[src/rtl/scaler_video_out_if.sv]
// rtl/scaler_video_out_if.sv - scaler pixel handshake (dOut/dOutValid/nextDout)
interface scaler_video_out_if #(
  parameter int W = 24
) ();
  logic [W-1:0] dOut;
  logic         dOutValid;
  logic         nextDout;

  // The scaler drives pixels; the video sink answers with nextDout.
  modport master (output dOut, output dOutValid, input nextDout);
  modport slave  (input dOut, input dOutValid, output nextDout);
endinterface

[src/rtl/scaler_video_out.sv]
// rtl/scaler_video_out.sv - prefetch FIFO and raster timing for scaled video output
module scaler_video_out #(
  parameter int   DATA_WIDTH = 8,
  parameter int   CHANNELS   = 3,
  parameter int   FIFO_DEPTH = 8,
  parameter int   PREFILL    = 4,
  parameter int   H_ACTIVE   = 640,
  parameter int   H_FP       = 16,
  parameter int   H_SYNC     = 96,
  parameter int   H_BP       = 48,
  parameter int   V_ACTIVE   = 480,
  parameter int   V_FP       = 10,
  parameter int   V_SYNC     = 2,
  parameter int   V_BP       = 33,
  parameter logic HS_POL     = 1'b0,
  parameter logic VS_POL     = 1'b0
) (
  input  logic                           clk,
  input  logic                           rst,
  input  logic                           enable,
  scaler_video_out_if.slave              src,
  output logic [DATA_WIDTH*CHANNELS-1:0] rgb,
  output logic                           de,
  output logic                           hsync,
  output logic                           vsync,
  output logic                           frameStart,
  input  logic                           clearStatus,
  output logic                           underrun,
  output logic [15:0]                    underrunCnt
);
  localparam int PW = DATA_WIDTH * CHANNELS;
  localparam int AW = (FIFO_DEPTH > 1) ? $clog2(FIFO_DEPTH) : 1;
  localparam int CW = AW + 1;

  localparam logic [11:0] H_ACT     = 12'(H_ACTIVE);
  localparam logic [11:0] H_SYNC_LO = 12'(H_ACTIVE + H_FP);
  localparam logic [11:0] H_SYNC_HI = 12'(H_ACTIVE + H_FP + H_SYNC);
  localparam logic [11:0] H_LAST    = 12'(H_ACTIVE + H_FP + H_SYNC + H_BP - 1);
  localparam logic [11:0] V_ACT     = 12'(V_ACTIVE);
  localparam logic [11:0] V_SYNC_LO = 12'(V_ACTIVE + V_FP);
  localparam logic [11:0] V_SYNC_HI = 12'(V_ACTIVE + V_FP + V_SYNC);
  localparam logic [11:0] V_LAST    = 12'(V_ACTIVE + V_FP + V_SYNC + V_BP - 1);

  localparam logic [CW-1:0] DEPTH_C   = CW'(FIFO_DEPTH);
  localparam logic [CW-1:0] PREFILL_C = CW'(PREFILL);

  typedef enum logic [1:0] {ST_IDLE, ST_PREFILL, ST_RUN} state_t;

  state_t          state_q, state_d;
  logic [AW-1:0]   wr_ptr_q, wr_ptr_d, rd_ptr_q, rd_ptr_d;
  logic [CW-1:0]   count_q, count_d;
  logic [11:0]     h_cnt_q, h_cnt_d, v_cnt_q, v_cnt_d;
  logic [15:0]     missing_q, missing_d;
  logic [PW-1:0]   rgb_q, rgb_d;
  logic            de_q, de_d, hsync_q, hsync_d, vsync_q, vsync_d;
  logic            frame_start_q, frame_start_d;
  logic            underrun_q, underrun_d;
  logic [15:0]     underrun_cnt_q, underrun_cnt_d;

  logic [PW-1:0]   fifo_mem [FIFO_DEPTH];

  logic ready, push, pop, run, active_slot, vblank_slot, fifo_empty;
  logic show, starve, discard, h_sync_on, v_sync_on;

  // Slot decode: everything is gated by enable so a drop blanks on the next edge.
  assign ready       = (state_q != ST_IDLE) && (count_q < DEPTH_C);
  assign push        = ready && src.dOutValid;
  assign run         = (state_q == ST_RUN) && enable;
  assign active_slot = run && (h_cnt_q < H_ACT) && (v_cnt_q < V_ACT);
  assign vblank_slot = run && (v_cnt_q >= V_ACT);
  assign fifo_empty  = (count_q == '0);
  assign show        = active_slot && !fifo_empty;
  assign starve      = active_slot && fifo_empty;
  // Pixels owed to substituted slots are dropped only in vertical blanking,
  // so each frame restarts on the scaler's own frame boundary.
  assign discard     = vblank_slot && (missing_q != 16'd0) && !fifo_empty;
  assign pop         = show || discard;
  assign h_sync_on   = run && (h_cnt_q >= H_SYNC_LO) && (h_cnt_q < H_SYNC_HI);
  assign v_sync_on   = run && (v_cnt_q >= V_SYNC_LO) && (v_cnt_q < V_SYNC_HI);

  assign src.nextDout = ready;
  assign rgb          = rgb_q;
  assign de           = de_q;
  assign hsync        = hsync_q;
  assign vsync        = vsync_q;
  assign frameStart   = frame_start_q;
  assign underrun     = underrun_q;
  assign underrunCnt  = underrun_cnt_q;

  // Next-state: FIFO bookkeeping, sequencer, raster counters, registered outputs.
  always_comb begin
    state_d   = state_q;
    wr_ptr_d  = wr_ptr_q;
    rd_ptr_d  = rd_ptr_q;
    count_d   = count_q;
    h_cnt_d   = h_cnt_q;
    v_cnt_d   = v_cnt_q;
    missing_d = missing_q;

    if (push) wr_ptr_d = wr_ptr_q + AW'(1);
    if (pop)  rd_ptr_d = rd_ptr_q + AW'(1);
    if (push && !pop)      count_d = count_q + CW'(1);
    else if (!push && pop) count_d = count_q - CW'(1);

    case (state_q)
      ST_IDLE: begin
        if (enable) state_d = ST_PREFILL;
      end
      ST_PREFILL: begin
        h_cnt_d = '0;
        v_cnt_d = '0;
        if (count_q >= PREFILL_C) state_d = ST_RUN;
      end
      ST_RUN: begin
        if (h_cnt_q == H_LAST) begin
          h_cnt_d = '0;
          v_cnt_d = (v_cnt_q == V_LAST) ? 12'd0 : v_cnt_q + 12'd1;
        end else begin
          h_cnt_d = h_cnt_q + 12'd1;
        end
      end
      default: state_d = ST_IDLE;
    endcase

    if (starve && (missing_q != 16'hFFFF)) missing_d = missing_q + 16'd1;
    else if (discard)                      missing_d = missing_q - 16'd1;

    // Dropping enable abandons the stream; the scaler is restarted upstream.
    if (!enable) begin
      state_d   = ST_IDLE;
      wr_ptr_d  = '0;
      rd_ptr_d  = '0;
      count_d   = '0;
      h_cnt_d   = '0;
      v_cnt_d   = '0;
      missing_d = '0;
    end

    rgb_d         = show ? fifo_mem[rd_ptr_q] : '0;
    de_d          = active_slot;
    hsync_d       = h_sync_on ? HS_POL : ~HS_POL;
    vsync_d       = v_sync_on ? VS_POL : ~VS_POL;
    frame_start_d = run && (h_cnt_q == 12'd0) && (v_cnt_q == 12'd0);

    underrun_d     = underrun_q;
    underrun_cnt_d = underrun_cnt_q;
    if (clearStatus) begin
      underrun_d     = 1'b0;
      underrun_cnt_d = '0;
    end else if (starve) begin
      underrun_d = 1'b1;
      if (underrun_cnt_q != 16'hFFFF) underrun_cnt_d = underrun_cnt_q + 16'd1;
    end
  end

  // FIFO storage needs no reset; only the pointers define its contents.
  always_ff @(posedge clk) begin
    if (push) fifo_mem[wr_ptr_q] <= src.dOut;
  end

  // State and output registers with asynchronous active-low reset.
  always_ff @(posedge clk or negedge rst) begin
    if (!rst) begin
      state_q        <= ST_IDLE;
      wr_ptr_q       <= '0;
      rd_ptr_q       <= '0;
      count_q        <= '0;
      h_cnt_q        <= '0;
      v_cnt_q        <= '0;
      missing_q      <= '0;
      rgb_q          <= '0;
      de_q           <= 1'b0;
      hsync_q        <= ~HS_POL;
      vsync_q        <= ~VS_POL;
      frame_start_q  <= 1'b0;
      underrun_q     <= 1'b0;
      underrun_cnt_q <= '0;
    end else begin
      state_q        <= state_d;
      wr_ptr_q       <= wr_ptr_d;
      rd_ptr_q       <= rd_ptr_d;
      count_q        <= count_d;
      h_cnt_q        <= h_cnt_d;
      v_cnt_q        <= v_cnt_d;
      missing_q      <= missing_d;
      rgb_q          <= rgb_d;
      de_q           <= de_d;
      hsync_q        <= hsync_d;
      vsync_q        <= vsync_d;
      frame_start_q  <= frame_start_d;
      underrun_q     <= underrun_d;
      underrun_cnt_q <= underrun_cnt_d;
    end
  end
endmodule

[src/flat_wrapper.sv]
// flat-port wrapper written by rule: the top's interface ports become plain ports
module scaler_video_out_flat 
#(
  parameter int   DATA_WIDTH = 8,
  parameter int   CHANNELS   = 3,
  parameter int   FIFO_DEPTH = 8,
  parameter int   PREFILL    = 4,
  parameter int   H_ACTIVE   = 640,
  parameter int   H_FP       = 16,
  parameter int   H_SYNC     = 96,
  parameter int   H_BP       = 48,
  parameter int   V_ACTIVE   = 480,
  parameter int   V_FP       = 10,
  parameter int   V_SYNC     = 2,
  parameter int   V_BP       = 33,
  parameter logic HS_POL     = 1'b0,
  parameter logic VS_POL     = 1'b0
)
  (clk, rst, enable, rgb, de, hsync, vsync, frameStart, clearStatus, underrun, underrunCnt, src_dOut, src_dOutValid, src_nextDout);
  scaler_video_out_if #(.W(24)) src_i ();
  input  logic clk;
  input  logic rst;
  input  logic enable;
  output logic [DATA_WIDTH*CHANNELS-1:0] rgb;
  output logic de;
  output logic hsync;
  output logic vsync;
  output logic frameStart;
  input  logic clearStatus;
  output logic underrun;
  output logic [15:0] underrunCnt;
  input wire logic [$bits(src_i.dOut)-1:0] src_dOut;
  input wire logic [$bits(src_i.dOutValid)-1:0] src_dOutValid;
  output wire logic [$bits(src_i.nextDout)-1:0] src_nextDout;
  assign src_i.dOut = src_dOut;
  assign src_i.dOutValid = src_dOutValid;
  assign src_nextDout = src_i.nextDout;
  scaler_video_out #(.DATA_WIDTH(DATA_WIDTH), .CHANNELS(CHANNELS), .FIFO_DEPTH(FIFO_DEPTH), .PREFILL(PREFILL), .H_ACTIVE(H_ACTIVE), .H_FP(H_FP), .H_SYNC(H_SYNC), .H_BP(H_BP), .V_ACTIVE(V_ACTIVE), .V_FP(V_FP), .V_SYNC(V_SYNC), .V_BP(V_BP), .HS_POL(HS_POL), .VS_POL(VS_POL)) u_core (.clk(clk), .rst(rst), .enable(enable), .src(src_i), .rgb(rgb), .de(de), .hsync(hsync), .vsync(vsync), .frameStart(frameStart), .clearStatus(clearStatus), .underrun(underrun), .underrunCnt(underrunCnt));
endmodule
[config.mk]
export PLATFORM = sky130hd
export DESIGN_NAME = scaler_video_out_flat
export DESIGN_NICKNAME = d
export VERILOG_FILES = /design/src/rtl/scaler_video_out_if.sv /design/src/rtl/scaler_video_out.sv /design/src/flat_wrapper.sv
export SDC_FILE = /design/constraint.sdc
export NUM_CORES = 1
export LEC_CHECK = 0
export CAP_MARGIN = 20
export CELL_PAD_IN_SITES_DETAIL_PLACEMENT = 1
export CELL_PAD_IN_SITES_GLOBAL_PLACEMENT = 1
export CORE_ASPECT_RATIO = 0.8
export CORE_MARGIN = 5
export CORE_UTILIZATION = 50
export DETAILED_ROUTE_END_ITERATION = 8
export PLACE_DENSITY = 0.76
export SLEW_MARGIN = 20
export SYNTH_ARGS = -nofsm -noshare
export SYNTH_HDL_FRONTEND = slang
export SYNTH_SLANG_ARGS = --single-unit
[constraint.sdc]
create_clock -name clk -period 5.8 [get_ports clk]
set_input_delay 1.74 -clock clk [delete_from_list [all_inputs] [get_ports clk]]
set_output_delay 1.74 -clock clk [all_outputs]
set_load 0.02 [all_outputs]
# After elaboration in Yosys (flattened, before gate mapping)
# Memory sizes are Yosys's and may differ from the RTL's.
# Cells that the tools add are included.
# op_classes
addsub	9
n_lt_le_gt_ge	9
eq_ne	14
n_mux	30
n_reduce_logical	34
# ops
cell	count
$mux W16	6
$mux W12	5
$pmux W12 S2	2
$add A16 B1 Y16 const B	2
$ne A16 B16 Y1 const B	2
$add A12 B1 Y12 const B	2
$eq A12 B10 Y1 const B	2
$ge A12 B9 Y1 const B	2
$logic_not A12 Y1	2
$lt A12 B10 Y1 const B	2
$lt A12 B9 Y1 const B	2
$mux W24	1
$logic_and A1 B1 Y1	19
$reduce_bool A16 Y1	1
$sub A16 B1 Y16 const B	1
$ge A12 B10 Y1 const B	1
$mux W3	4
$mux W4	3
$ne A3 B1 Y1 const B	3
$add A3 B1 Y3 const B	2
$mux W1	6
$pmux W2 S3	1
$reduce_and A2 Y1	3
$reduce_bool A2 Y1	3
other kinds (15)	19
# word_totals
reg_bits	97
ram_bits	192
inputBits	29
out_inout_bits	46
wordCells	111
mem_count	1
# memory_table
name	words	width	rd	rd_ports_with_merged_regs	write_ports	line	rtl
u_core.fifo_mem	8	24	1	0	1	scaler_video_out.sv:60	logic [PW-1:0] fifo_mem [FIFO_DEPTH];

# Depth between registers and ports, before layout
# Gate-level depths: netlist of run 1.
# depth
ltp_word	10
mapped_depth	15
depth_no_buf	12

# Least setup slack after synthesis of run 1
# Ideal clock, no wire load.
# synth_path
path_kind	input port to flip-flop
start	input enable
end	register u_core.missing_q[15]
t_arrival_ns	4.918
required_ns	5.721
path_slack_ns	0.803
path_stages	13
path_cell_list	buf_2 and3b_1 buf_6 nand4_2 nor4_2 inv_1 ha_1 and3_1 a221o_1 a221oi_1 o21bai_1 mux2i_1 mux2i_1
# synth_via
elab_chain_len	7
word_cells_on_any_way	11
# synth_rtl
element	line	rtl
start, declared	flat_wrapper.sv:23	input logic enable;
$logic_and A1 B1 Y1	scaler_video_out.sv:68	assign run = (state_q == ST_RUN) && enable;
$logic_and A1 B1 Y1 (2 in series)	scaler_video_out.sv:69	assign active_slot = run && (h_cnt_q < H_ACT) && (v_cnt_q < V_ACT);
$logic_and A1 B1 Y1	scaler_video_out.sv:73	assign starve = active_slot && fifo_empty;
$logic_and A1 B1 Y1	scaler_video_out.sv:125	if (starve && (missing_q != 16'hFFFF)) missing_d = missing_q + 16'd1;
$mux W16	scaler_video_out.sv:125	
$mux W16	scaler_video_out.sv:129	if (!enable) begin
end signal, assigned	scaler_video_out.sv:185	missing_q <= missing_d;
end, declared	scaler_video_out.sv:53	logic [15:0] missing_q, missing_d;
# Several ways; a longest one is shown, not always the timed one.
# A chain may end at the register's enable or synchronous reset.

# Final worst setup path of run 1
# Ends and elaborated chain as after synthesis.

==> flow_summary.toml, run 1 <==
[cts]
cts-htree-levels = 1
post_cts_buffers = 0
cts_tree = "done"
cts-root-buf = "clkbuf_16"
cts_max_path_buffers = 3
cts.sinks = 289
worstSkewPairLatency_ns = 0.54
cts_buffers = 29
cts_hold_buf = 0
cts_resized = 0
clk_pin_slew_ns = 0.06

[sta]
finalCritPeriodShare = 0.863
fmax_ghz = 0.200
tightest_slew_ns = 0.873
slew_headroom = 0.418
finalSetupTns_ns = 0
finalHoldViolCount = 0
whs_ns = 0.505
slew_viol_final = 0
setup_violations = 0
skew_ns = 0.0130
rsz0062_at_grt = "no"
fin_crit_ns = 5.00

[yosys]
async_flop_share = 0.336
avgSynthCellArea_sq_um = 15.0
synth_nets = 886
synth_edf_count = 192
ys_types = 64
synth-seq-cells = 289
synth_flop_cell = "edfxtp_1"
synth_top_area_share = 0.463
netlist_area_sq_um = 12400
synth.top_cells.by_area = "edfxtp_1 46%, dfrtp_1 19%, mux4_2 8.7%, mux2i_1 2.7%, ha_1 2.5%"
seq_area_frac_synth = 0.658
synth_area_leader_cell = "edfxtp_1"
postSynthCellCount = 830
yosysWarnings = 0

[global_route]
antenna_found_initial = 0
grt_pass1_vias = 8122
grt_pass1_wl_microns = 47000
grt_usage = 0.210
grt_overflow = 0
grt_max_degree = 60

[die]
fp-row-count = 51
io_pins = 75
die_y_microns = 151
coreArea_sq_um = 24400
start_util = 0.509
die_width_microns = 186
die-area_sq_um = 28200

[detailed_routing]
vias = 7464
wl_microns = 29000
drc = 0
wl_per_cell_microns = 23.0
drtPass1Iterations = 5
vias_per_cell = 5.91
ant_nets = 0
drt_iter0_drc = 474

[min_path]
whs_path_depth = 2
min-delay-start = "u_core.underrun$_DFFE_PN0P_"
whs_endpoint = "u_core.underrun$_DFFE_PN0P_"
hold_class = "reg -> reg"

[critical_path]
startpoint_type = "input pin"
rr_worst_depth = 12
cp.arrival_ns = 5.45
critPathCaptureType = "flip-flop"
r2r_end = "u_core.missing_q[15]$_DFFE_PN0P_"
path_max_fanout = 17
critPathRequiredTime_ns = 6.25
crit-reg2reg-launch = "u_core.v_cnt_q[10]$_DFFE_PN0P_"
ff2ff_setup_slack_ns = 1.69
crit_type = "in -> reg"

[pwr]
power_density_nw_per_um2 = 350
leakage_uw = 0.00521
ir_worst_vdd_mv = 0.233

[cells_and_area]
syn2layout_area_growth_pct = 16.5
final_nets = 978
diodes = 0
layout-drive-gt1-share = 0.139
layout.cells.non_filler = 1262

[placement]
dp.cells = 1208
dp_hpwl_microns = 18100
portBuffers = 74
place_congestion = 0.840

[outcome]
status = "completed"

[run]
maxCapViolations = 0
==> stage by stage <==
stage / worst slack (ns) / total power, uW / instance area, sq um / util
after global placement: 0.316 / 3300 / 13600 / 0.556
after global routing: 0.539 / 5340 / 14500 / 0.593
after floorplan: 0.803 / 3080 / 12400 / -
final: 0.797 / 5080 / 14500 / 0.593
after CTS: 0.829 / 5120 / 14500 / 0.592
after detailed placement: 0.256 / 3360 / 13600 / 0.556
==> how the worst max path moves through the flow <==
stage	startpoint	slack (ns)	to
2_1_floorplan	enable	0.80	u_core.missing_q[15]$_DFFE_PN0P_
3_3_place_gp	enable	0.32	u_core.missing_q[15]$_DFFE_PN0P_
3_5_place_dp	enable	0.26	u_core.missing_q[15]$_DFFE_PN0P_
4_1_cts	enable	0.83	u_core.missing_q[15]$_DFFE_PN0P_
5_1_grt	enable	0.54	u_core.missing_q[15]$_DFFE_PN0P_
6_report	enable	0.80	u_core.missing_q[15]$_DFFE_PN0P_
==> state kept, by name, summed over array words and instances (netlist names) <==
| signal | count |
|---|---|
| u_core.fifo_mem | 192 |
| u_core.rgb | 24 |
| u_core.missing_q | 16 |
| u_core.underrunCnt | 16 |
| u_core.h_cnt_q | 12 |
| u_core.v_cnt_q | 12 |
| u_core.count_q | 4 |
| u_core.rd_ptr_q | 3 |
| u_core.wr_ptr_q | 3 |
| u_core.state_q | 2 |
| u_core.de | 1 |
| u_core.frameStart | 1 |
| u_core.hsync | 1 |
| u_core.underrun | 1 |
| u_core.vsync | 1 |
==> critical path, stage by stage <==
cell and delay [ns]:
clkdlybuf4s50_1 0.48, and3b_1 0.20, nand4_2 0.14, nor4_2 0.27
buf_4 0.17, inv_1 0.26, ha_1 0.45, and3_1 0.20
a221o_1 0.39, a221oi_1 0.53, o21bai_1 0.19, mux2i_1 0.21
mux2i_1 0.21
==> cell type report <==
| type | count | area (sq um) |
|---|---|---|
| fill | 2281 | 9940 |
| sequential | 289 | 8200 |
| multi-input combinational | 497 | 4080 |
| timing repair buffer | 92 | 893 |
| clock buffer | 43 | 788 |
| tap | 318 | 398 |
| clock inverter | 10 | 83.8 |
| inverter | 13 | 48.8 |
==> synth_stat cells (all sizes together) (3+ instances only) <==
| cell | instances |
|---|---|
| mux2i | 33 |
| a21oi | 21 |
| nor4 | 13 |
| clkbuf | 14 |
| edfxtp | 192 |
| a31oi | 3 |
| nand2b | 6 |
| mux4 | 48 |
| inv | 13 |
| buf | 17 |
| nand4 | 19 |
| nand2 | 49 |
| o21ai | 40 |
| nor2 | 68 |
| xor2 | 20 |
| ha | 25 |
| xnor2 | 19 |
| nor3 | 16 |
| nand3b | 5 |
| or3 | 6 |
| o31ai | 5 |
| nor2b | 4 |
| and2 | 11 |
| and3 | 8 |
| nand3 | 30 |
| dfrtp | 95 |
| a21o | 9 |
| and4 | 7 |
==> cells by family after synthesis <==
logic type,synth area share
xor+xnor,0.0290
mux,0.114
fa+ha+maj,0.0284
simple gates,0.106
flops,0.658
buf+inv,0.0162
compound gates,0.0473
==> cells in the final DEF (no fill, tap or decap), drive strengths merged, types with 4 or more instances in the layout <==
cell	Yosys	final
buf	17	19
a21o	9	9
or3	6	6
ha	25	25
nand2	49	49
edfxtp	192	192
a21oi	21	21
clkbuf	14	43
and4	7	7
o31ai	5	5
xor2	20	20
xnor2	19	19
clkinv	0	6
clkdlybuf4s50	0	73
nand4	19	19
nor4	13	13
nor3	16	16
o21ai	40	40
nor2	68	68
nand3	30	30
and3	8	8
nor2b	4	4
mux4	48	48
nand3b	5	5
dfrtp	95	95
and2	11	11
mux2i	33	33
nand2b	6	6
inv	13	14
==> routing by layer <==
| layer | GRT usage | vias to the layer above | share of wire |
|---|---|---|---|
| met5 | 0 | - | 0 |
| met4 | 0.0352 | 0 | 0.015 |
| met3 | 0.0288 | 28 | 0.042 |
| met2 | 0.361 | 162 | 0.49 |
| met1 | 0.295 | 3910 | 0.45 |
| li1 | - | 3364 | - |
==> power by group <==
part / switching (uW) / leakage (uW) / internal (uW)
combinational: 526 / 0.00171 / 405
sequential: 83.4 / 0.00307 / 2320
clock: 757 / 0.000419 / 985
No activity file was read; power rests on OpenSTA's default activity.
==> inputs of run 2 (changes only) <==
Settings changed: CORE_UTILIZATION 50 to 38, PLACE_DENSITY 0.76 to 0.6.
==> run 2 against run 1 <==
Flip-flop and latch count is the same. Clock power increased by 7%. Global-route usage down 5.2 points. Critical path depth shrank 1. Worst setup slack improved by 0.047 ns. Clock skew grew 0.0039 ns. Sequential power hardly changed. Critical endpoint unchanged. Largest power group unchanged.
==> flow_summary.toml, run 2 (synthesized netlist as in run 1, its figures left out) <==
[die]
die_width_microns = 212
die-area_sq_um = 36500
fp-row-count = 59
start_util = 0.384
io_pins = 75
coreArea_sq_um = 32400
die_y_microns = 172

[cts]
cts-root-buf = "clkbuf_16"
cts_buffers = 31
worstSkewPairLatency_ns = 0.56
cts_resized = 0
cts.sinks = 289
cts-htree-levels = 1
cts_hold_buf = 0
cts_max_path_buffers = 3
post_cts_buffers = 0
clk_pin_slew_ns = 0.06
cts_tree = "done"

[sta]
finalSetupTns_ns = 0
fin_crit_ns = 4.96
tightest_slew_ns = 0.987
finalCritPeriodShare = 0.855
fin_ws_ns = 0.844
slew_viol_final = 0
slew_headroom = 0.342
setup_violations = 0
finalHoldViolCount = 0
rsz0062_at_grt = "no"
fmax_ghz = 0.202
skew_ns = 0.0168

[placement]
place_congestion = 0.758
dpl-instance-area_sq_um = 13700
place_ws_ns = 0.249
dp.cells = 1316
portBuffers = 74
dp_hpwl_microns = 17500

[critical_path]
crit-reg2reg-launch = "u_core.v_cnt_q[10]$_DFFE_PN0P_"
critPathRequiredTime_ns = 6.27
slowest_delay_ns = 0.53
crit_family = "compound AO/OA/AOI/OAI gates"
r2r_end = "u_core.missing_q[15]$_DFFE_PN0P_"
rr_worst_depth = 11
cpMostUsedCell = "mux2i_1"
critPathCaptureType = "flip-flop"
crit_path_end = "u_core.missing_q[15]$_DFFE_PN0P_"
worstPathCellList = "clkdlybuf4s50_1, and3b_1, nand4_2, nor4_2, inv_1, ha_1, and3_1, a221o_1, a221oi_1, o21bai_1, mux2i_1, mux2i_1"
cp.depth = 12
crit_buf_inv = 2
crit_start = "enable"
crit_type = "in -> reg"
startpoint_type = "input pin"
ff2ff_setup_slack_ns = 1.74
path_max_fanout = 17
cp.arrival_ns = 5.42
crit_slowest_cell = "a221oi_1"

[pwr]
internal_power_uw = 3800
power_density_nw_per_um2 = 352
clockPowerShare = 0.360
leakage_uw = 0.00522
power_frac_seq = 0.465
switchingPower_uw = 1360
swShare = 0.263
combinationalPowerShare = 0.175
ir_worst_vdd_mv = 0.253

[global_route]
grt_max_degree = 56
grt_usage = 0.158
grt_pass1_wl_microns = 45500
grt_overflow = 0
antenna_found_initial = 0
grt_pass1_vias = 7797

[cells_and_area]
syn2layout_area_growth_pct = 17.9
final_cell_mix = "192 x edfxtp_1, 92 x dfrtp_1, 73 x clkdlybuf4s50_1, 64 x nor2_1, 49 x nand2_1"
final_area_sq_um = 14700
diodes = 0
top_register = "u_core.fifo_mem"
layout.cells.non_filler = 1372
layout-drive-gt1-share = 0.139
final_common_cell = "edfxtp_1"
largest_reg_flops = 192
final_nets = 978

[run]
maxCapViolations = 0

[outcome]
status = "completed"

[detailed_routing]
vias = 7257
wl_microns = 28200
wl_per_cell_microns = 20.6
vias_per_cell = 5.29
ant_nets = 0
drtPass1Iterations = 4
drc = 0
drt_iter0_drc = 346

[min_path]
hold_class = "reg -> reg"
run 2: power groups by stage:
stage / clock network (uW) / registers, uW / logic [uW]
global route: 2010 / 2420 / 1010
global placement: 0 / 2440 / 899
detailed placement: 0 / 2440 / 913
floorplan: 0 / 2420 / 655
finish: 1860 / 2400 / 903
CTS: 1920 / 2400 / 917
run 2: how the worst min path moves through the flow:
stage	from	endpoint	depth (start not counted)	slack [ns]
after global routing	u_core.missing_q[15]$_DFFE_PN0P_	u_core.missing_q[15]$_DFFE_PN0P_	1	0.55
after floorplan	u_core.missing_q[15]$_DFFE_PN0P_	u_core.missing_q[15]$_DFFE_PN0P_	1	0.47
after detailed placement	u_core.missing_q[15]$_DFFE_PN0P_	u_core.missing_q[15]$_DFFE_PN0P_	1	0.51
after CTS	u_core.missing_q[15]$_DFFE_PN0P_	u_core.missing_q[15]$_DFFE_PN0P_	1	0.52
after global placement	u_core.missing_q[15]$_DFFE_PN0P_	u_core.missing_q[15]$_DFFE_PN0P_	1	0.49
final	u_core.missing_q[15]$_DFFE_PN0P_	u_core.missing_q[15]$_DFFE_PN0P_	1	0.52
run 2: area by class of cell:
cell class	count	area [sq um]
Sequential cell	289	8200
Timing Repair Buffer	90	858
Multi-Input combinational cell	497	4080
Clock buffer	45	838
Clock inverter	11	109
Fill cell	3238	17700
Tap cell	427	534
Inverter	13	48.8
run 2: per-layer routing:
layer	track usage	routed length, microns	up-vias
li1	-	-	3375
met1	0.237	13900	3751
met2	0.247	12900	89
met3	0.0239	865	42
met4	0.0309	515	0
met5	0	0	-
run 2: metrics by stage:
| stage | util | total power [uW] | hold slack [ns] |
|---|---|---|---|
| floorplan | - | 3080 | 0.469 |
| global placement | 0.424 | 3340 | 0.494 |
| detailed placement | 0.424 | 3360 | 0.513 |
| CTS | 0.453 | 5240 | 0.522 |
| global route | 0.453 | 5440 | 0.546 |
| finish | 0.453 | 5160 | 0.517 |
==> inputs of run 3 (changes only) <==
Settings changed: CORE_MARGIN 5 to 10, SLEW_MARGIN 20 to default.
==> run 3 against run 2 <==
Sequential power is essentially flat. Flip-flop and latch count stayed put. Design area rose by 0.34%. Worst setup slack got worse by 0.14 ns. Combinational power up 0.6%. Sequential share of layout area shrank 0.19 points. Critical path depth unchanged. Worst hold slack lost 0.0034 ns. Largest power group unchanged.
==> flow_summary.toml, run 3 (synthesized netlist as in run 1, its figures left out) <==
[cts]
cts_resized = 0
cts-root-buf = "clkbuf_16"
clk_pin_slew_ns = 0.06
post_cts_buffers = 0
cts-htree-levels = 1
cts_max_path_buffers = 3
cts_buffers = 30
cts_tree = "done"
cts_hold_buf = 0
cts.sinks = 289
worstSkewPairLatency_ns = 0.55

[sta]
finalHoldViolCount = 0
skew_ns = 0.0129
setup_violations = 0
fmax_ghz = 0.196
finalSetupTns_ns = 0
slew_headroom = 0.363
rsz0062_at_grt = "no"
tightest_slew_ns = 0.956
finalCritPeriodShare = 0.879
slew_viol_final = 0
fin_crit_ns = 5.10

[min_path]
hold_class = "reg -> reg"

[detailed_routing]
ant_nets = 0
wl_per_cell_microns = 20.8
wl_microns = 28500
drtPass1Iterations = 4
vias_per_cell = 5.23
drt_iter0_drc = 348
vias = 7168
drc = 0

[global_route]
grt_overflow = 0
antenna_found_initial = 0
grt_usage = 0.140
grt_max_degree = 52
grt_pass1_vias = 7813
grt_pass1_wl_microns = 45600

[pwr]
clockPowerShare = 0.364
swShare = 0.263
combinationalPowerShare = 0.174
internal_power_uw = 3840
leakage_uw = 0.00525
ir_worst_vdd_mv = 0.260
power_density_nw_per_um2 = 354
switchingPower_uw = 1370
power_frac_seq = 0.462

[critical_path]
critPathRequiredTime_ns = 6.28
cp.arrival_ns = 5.57
path_max_fanout = 11
startpoint_type = "input pin"
crit_type = "in -> reg"
critPathCaptureType = "flip-flop"

[cells_and_area]
final_common_cell = "edfxtp_1"
utilization = 0.454
nFillCells = 3249
layout-drive-gt1-share = 0.142
largest_reg_flops = 192
top_register = "u_core.fifo_mem"
diodes = 0
final_cell_mix = "192 x edfxtp_1, 92 x dfrtp_1, 73 x clkdlybuf4s50_1, 64 x nor2_1, 49 x nand2_1"
layout.cells.non_filler = 1370
syn2layout_area_growth_pct = 18.3
final_nets = 977

[placement]
portBuffers = 74
dp_hpwl_microns = 17800
dp.cells = 1315
place_congestion = 0.776

[die]
io_pins = 75
start_util = 0.384
coreArea_sq_um = 32400
die_y_microns = 182
die-area_sq_um = 40400
die_width_microns = 222
fp-row-count = 59

[run]
maxCapViolations = 0

[outcome]
status = "completed"
==> run 3: cell count changes in the layout (fill, tap and decap cells not counted), moves of 2 or more <==
cell,delta
buf_4,-2
clkinv_2,+2
clkbuf_1,-4
clkinvlp_4,-2
clkbuf_8,+3
==> run 3: worst paths after layout <==
kind / cells after the start / endpoint / start / slack [ns]
setup reg to reg: 11 / u_core.missing_q[15]$_DFFE_PN0P_ / u_core.v_cnt_q[10]$_DFFE_PN0P_ / 1.60
hold / removal: 2 / u_core.underrun$_DFFE_PN0P_ / u_core.underrun$_DFFE_PN0P_ / 0.51
hold reg to reg: 2 / u_core.underrun$_DFFE_PN0P_ / u_core.underrun$_DFFE_PN0P_ / 0.51
setup / recovery: 12 / u_core.missing_q[15]$_DFFE_PN0P_ / enable / 0.70
min in group asynchronous: 1 / u_core.missing_q[14]$_DFFE_PN0P_ / rst / 1.15
max in group asynchronous: 2 / u_core.hsync$_DFF_PN1_ / rst / 3.73
==> run 3: area by class of cell <==
class,instances,area [sq um],share of cell area
inverter,13,48.8,0.00331
clock inverter,10,100,0.00680
timing repair buffer,90,891,0.0605
sequential,289,8200,0.557
clock buffer,44,865,0.0587
tap,427,534,0.0363
multi-input combinational,497,4080,0.277
==> run 3: per-stage QoR <==
step | total power, uW | setup slack [ns] | hold slack [ns] | cell area [sq um]
6_report | 5210 | 0.703 | 0.514 | 14700
5_1_grt | 5490 | 0.252 | 0.553 | 14700
4_1_cts | 5280 | 0.656 | 0.525 | 14700
3_5_place_dp | 3360 | 0.0930 | 0.508 | 13700
3_3_place_gp | 3350 | 0.166 | 0.500 | 13700
2_1_floorplan | 3080 | 0.803 | 0.469 | 12400
==> run 3: critical path, cell delays in order <==
cell	delay [ns]
clkdlybuf4s50_1	0.48
and3b_1	0.21
nand4_2	0.14
nor4_2	0.50
inv_1	0.35
ha_1	0.44
and3_1	0.21
a221o_1	0.39
a221oi_1	0.52
o21bai_1	0.17
mux2i_1	0.20
mux2i_1	0.20
==> run 3: metal layers <==
layer  up-vias  routed length, microns  global-route usage
li1       3358                       -                   -
met1      3677                   13800               0.194
met2       100                   13200               0.225
met3        33                    1050              0.0260
met4         0                     446              0.0297
met5         -                       0                   0
==> run 3: power by group through the flow <==
stage          registers, uW  clock network [uW]  logic [uW]
2_1_floorplan           2420                   0         655
3_3_place_gp            2460                   0         893
3_5_place_dp            2460                   0         904
4_1_cts                 2420                1960         908
5_1_grt                 2420                2050        1020
6_report                2400                1900         908
